`config.mk`:
```
export PLATFORM = sky130hd
export DESIGN_NAME = systolic_operand_feeder
export DESIGN_NICKNAME = d
export VERILOG_FILES = /design/src/rtl/systolic_operand_feeder.sv
export SDC_FILE = /design/constraint.sdc
export NUM_CORES = 1
export LEC_CHECK = 0
export ABC_AREA = 1
export CORE_MARGIN = 2
export CORE_UTILIZATION = 30
export CTS_CLUSTER_DIAMETER = 50
export DETAILED_ROUTE_END_ITERATION = 10
export PLACE_DENSITY_LB_ADDON = 0.3
export SETUP_SLACK_MARGIN = 0.5
export SLEW_MARGIN = 20
export SYNTH_ARGS = -nofsm -noshare
export SYNTH_HDL_FRONTEND = slang
export SYNTH_SLANG_ARGS = --single-unit
```
`constraint.sdc`:
```
create_clock -name clk -period 2.5 [get_ports clk]
set_clock_uncertainty 0.2 [all_clocks]
set_input_delay 0.625 -clock clk [delete_from_list [all_inputs] [get_ports clk]]
set_output_delay 0.625 -clock clk [all_outputs]
set_load 0.02 [all_outputs]
```
`src/rtl/systolic_operand_feeder.sv`:
```
// systolic_operand_feeder: buffers one A and one B matrix and streams them, optionally
// diagonal-skewed, into a SIZE x SIZE systolic array with clear/feed/drain/done sequencing.
module systolic_operand_feeder #(
    parameter int SIZE = 3,
    parameter int DATA_WIDTH = 8,
    parameter int SKEW_EN = 0,
    parameter int DRAIN_CYCLES = 2,
    localparam int IW = (SIZE > 1) ? $clog2(SIZE) : 1
) (
    input  logic                               clk,
    input  logic                               rst,
    input  logic                               wr_en,
    input  logic                               wr_sel,
    input  logic [IW-1:0]                      wr_row,
    input  logic [IW-1:0]                      wr_col,
    input  logic signed [DATA_WIDTH-1:0]       wr_data,
    input  logic                               start,
    output logic                               busy,
    output logic                               clear_out,
    output logic [SIZE-1:0][DATA_WIDTH-1:0]    A_out,
    output logic [SIZE-1:0][DATA_WIDTH-1:0]    B_out,
    output logic                               feed_valid,
    output logic                               done
);
    localparam int NSTEP = (SKEW_EN != 0) ? 3 * SIZE - 2 : SIZE;
    localparam int CW = $clog2(NSTEP + DRAIN_CYCLES + 2);

    typedef enum logic [2:0] {IDLE, CLEAR, FEED, DRAIN, DONE} state_t;

    state_t                          state;
    logic [CW-1:0]                   step;
    logic [DATA_WIDTH-1:0]           a_buf [SIZE][SIZE];
    logic [DATA_WIDTH-1:0]           b_buf [SIZE][SIZE];
    logic [SIZE-1:0][DATA_WIDTH-1:0] nxt_a, nxt_b;

    // Operands for the step about to be presented; CLEAR preloads step 0.
    always_comb begin
        int t, d;
        nxt_a = '0;
        nxt_b = '0;
        t = (state == CLEAR) ? 0 : int'(step);
        for (int i = 0; i < SIZE; i++) begin
            d = (SKEW_EN != 0) ? t - i : t;
            if (d >= 0 && d < SIZE) begin
                nxt_a[i] = a_buf[i][d[IW-1:0]];
                nxt_b[i] = b_buf[d[IW-1:0]][i];
            end
        end
    end

    always_ff @(posedge clk or negedge rst) begin
        if (!rst) begin
            state      <= IDLE;
            busy       <= 1'b0;
            clear_out  <= 1'b0;
            feed_valid <= 1'b0;
            done       <= 1'b0;
            A_out      <= '0;
            B_out      <= '0;
            step       <= '0;
            for (int i = 0; i < SIZE; i++)
                for (int j = 0; j < SIZE; j++) begin
                    a_buf[i][j] <= '0;
                    b_buf[i][j] <= '0;
                end
        end else begin
            case (state)
                IDLE: begin
                    if (wr_en && int'(wr_row) < SIZE && int'(wr_col) < SIZE) begin
                        if (wr_sel) b_buf[wr_row][wr_col] <= wr_data;
                        else        a_buf[wr_row][wr_col] <= wr_data;
                    end
                    if (start) begin
                        state     <= CLEAR;
                        busy      <= 1'b1;
                        clear_out <= 1'b1;
                    end
                end
                CLEAR: begin
                    state      <= FEED;
                    clear_out  <= 1'b0;
                    feed_valid <= 1'b1;
                    A_out      <= nxt_a;
                    B_out      <= nxt_b;
                    step       <= CW'(1);
                end
                FEED: begin
                    if (step == CW'(NSTEP)) begin
                        state      <= (DRAIN_CYCLES == 0) ? DONE : DRAIN;
                        done       <= (DRAIN_CYCLES == 0);
                        feed_valid <= 1'b0;
                        A_out      <= '0;
                        B_out      <= '0;
                        step       <= CW'(1);
                    end else begin
                        A_out <= nxt_a;
                        B_out <= nxt_b;
                        step  <= step + CW'(1);
                    end
                end
                DRAIN: begin
                    if (step == CW'(DRAIN_CYCLES)) begin
                        state <= DONE;
                        done  <= 1'b1;
                    end else begin
                        step <= step + CW'(1);
                    end
                end
                DONE: begin
                    state <= IDLE;
                    busy  <= 1'b0;
                    done  <= 1'b0;
                end
                default: state <= IDLE;
            endcase
        end
    end
endmodule

```
==> results.toml <==
[timing]
slew_headroom_pct = 67.5
min_period_ns = 1.92
max_freq_ghz = 0.522
finalCritPeriodShare_pct = 76.7
tightestPinTransition_ns = 0.487
hold_viol = 0
slew_viol_final = 0
rsz0062_at_grt = "true"
setup_viol = 0
hold_slack_ns = 0.268

[critical_path]
critPathCaptureType = "flop"
cp.required_ns = 2.76
reg2reg_to = "B_out[15]"
r2r_slack_ns = 0.58
r2r-start = "state[2]"
crit_type = "flop to flop"
crit_path_max_incr_delay_ns = 0.45
crit_slowest_cell = "dfrtp_2"
cp-startpoint = "state[2]"
reg2regPathDepth = 10
path_cells = "nor2_1, nand2_2, nand2_4, buf_12, nor2_2, nor2_4, buf_12, buf_12, nand2_1, nand2_1"
endpoint = "B_out[15]"
path_max_fanout = 21
critical_path_arrival_ns = 2.18
start_kind = "flop"
cpMostUsedCell = "buf_12"

[synth]
syn_avg_cell_area_um2 = 7.28
ys_seq_area_share_pct = 53.2
ys_ff_latch = 202
netlist.area_leader.share_pct = 53.2
synth.net_count = 1326
ys_types = 19
synth.largest_area_cell = "dfrtp_1"
ys_warn_count = 0
synth_area_leaders = "dfrtp_1 (53%), nand2_1 (31%), nand3_1 (5.4%), inv_1 (4.8%), nor2_2 (1.3%)"
synthCells = 1305
synth_area_um2 = 9500

[worst_hold_path]
hold_path_class = "flop to flop"

[global_route]
met1_usage_pct = 21.9
grt_pass1_vias = 7924
met3_usage_pct = 2.31
use_met2_pct = 26.2
grt_pass1_wl_um = 42600
grt_max_degree = 84
busiest_layer = "met2"
grtUsageTotal_pct = 15.9
antenna_found_initial = 0
overflow = 0

[routing]
final_antenna_net_count = 0
via_per_inst = 4.41
drt_first_pass_iters = 5
vias = 8030
drc = 0
wl_um = 26400
wire_per_inst_um = 14.5
drt_iter0_drc = 515

[floorplan]
fp.dieW_um = 182
ios = 69
start_util_pct = 30.2
num_rows = 65
fp.dieArea_um2 = 33100
die_y_um = 182
fp.coreArea_um2 = 31400

[clocking]
cts_buffer_depth = 3
cts_root_buf = "clkbuf_16"
insertion_delay_ns = 0.53
cts_tree = "done"
cts.sinks = 202
clk_pin_slew_ns = 0.06
htreeDepth = 1
numCtsBuffers = 26

[pwr]
ir_worst_vdd_mv = 0.661
design_power_total_w = 0.0126
powerDensity_nw_per_um2 = 1070
cellLeakagePower_nw = 6.64

[final_layout]
drive_gt1_share_pct = 14.3
antennaDiodeCount = 0
layout_common_cells = "nand2_1 (754), dfrtp_1 (199), inv_1 (121), nand3_1 (102), buf_2 (52)"
syn_to_final_growth_pct = 23.8
layout.nets = 1420
layout_commonest_cell = "nand2_1"

[outcome]
outcome = "finished clean"

[placement]
port_buffers = 68
dp_hpwl_um = 16800
gp_congestion = 0.812

[run]
drv_cap = 0
## through the flow
| stage | util (%) | area (um2) | setup WS (ns) | TNS [ns] | std cells |
|---|---|---|---|---|---|
| 5_1_grt | 37.4 | 11800 | 0.457 | 0 | 1821 |
| 2_1_floorplan | - | 9500 | 0.719 | 0 | 1305 |
| 4_1_cts | 37.2 | 11700 | 0.470 | 0 | 1814 |
| 3_3_place_gp | 34.5 | 10800 | 0.00445 | 0 | 1763 |
| 6_report | 37.4 | 11800 | 0.583 | 0 | 1821 |
| 3_5_place_dp | 34.5 | 10800 | -0.00651 | -0.0154 | 1763 |
## logic make-up after synthesis
group	synth area share [%]
AOI/OAI and AO/OA	0.369
adders and majority gates	0.527
and+or+nand+nor	38.4
DFF	53.2
buffers and inverters	7.47
## final cells by class
type | count | area (um2)
clock buffers | 35 | 746
well taps | 402 | 503
clock inverters | 13 | 160
flip-flops and latches | 202 | 5060
multi-input cells | 927 | 3860
inverters | 124 | 465
repair buffers | 118 | 962
fillers | 3250 | 19600
## report_power, final
part | total, W | switching (W) | internal [W]
clock network | 0.00390 | 0.00149 | 0.00241
logic | 0.00455 | 0.00301 | 0.00154
registers | 0.00415 | 0.000309 | 0.00384
## state kept, by name, indices dropped and copies added, names as in the netlist
name / cells
feed_valid: 1
clear_out: 1
done: 1
step: 3
A_out: 24
a_buf: 72
state: 3
B_out: 24
busy: 1
b_buf: 72
## cells in the mapped netlist
cell type and instances:
a21oi_1 1, buf_1 11, buf_2 15, buf_4 4, buf_6 2, clkbuf_1 20, dfrtp_1 202, ha_1 4
inv_1 121, inv_2 3, nand2_1 773, nand2_2 4, nand3_1 103, nor2_1 15, nor2_2 20, nor2_4 2
o21a_1 1, o21ai_0 3, o31ai_1 1
## worst min-delay path by stage
stage / startpoint / cells after the start / slack, ns / to
after floorplan: rst / 0 / 0.13 / A_out[0]
after global placement: b_buf[37] / 2 / 0.25 / b_buf[37]
after detailed placement: a_buf[41] / 2 / 0.26 / a_buf[41]
after CTS: b_buf[52] / 2 / 0.27 / b_buf[52]
after global routing: b_buf[66] / 2 / 0.28 / b_buf[66]
final: a_buf[2] / 2 / 0.27 / a_buf[2]
## worst max-delay path: cells and delay by family, from the launching register on
| kind | cells | cell delay, ns |
|---|---|---|
| AND/OR/NAND/NOR | 7 | 0.72 |
| buffers and inverters | 3 | 0.46 |
| flip-flops | 1 | 0.45 |
## per-layer routing
layer	wire [um]	vias up
li1	-	4083
met2	12400	156
met3	1270	40
met4	560	0
met5	0	-
met1	12200	3751
## timing repair
item,CTS,global route
endpoints found under the setup margin,111,209
hold endpoints to repair,119,0
setup buffers,2,5
pin swaps,1,1
hold buffers,1,0
gates resized for setup,201,58
cloned,0,2
(Power assumes the default switching activity.)
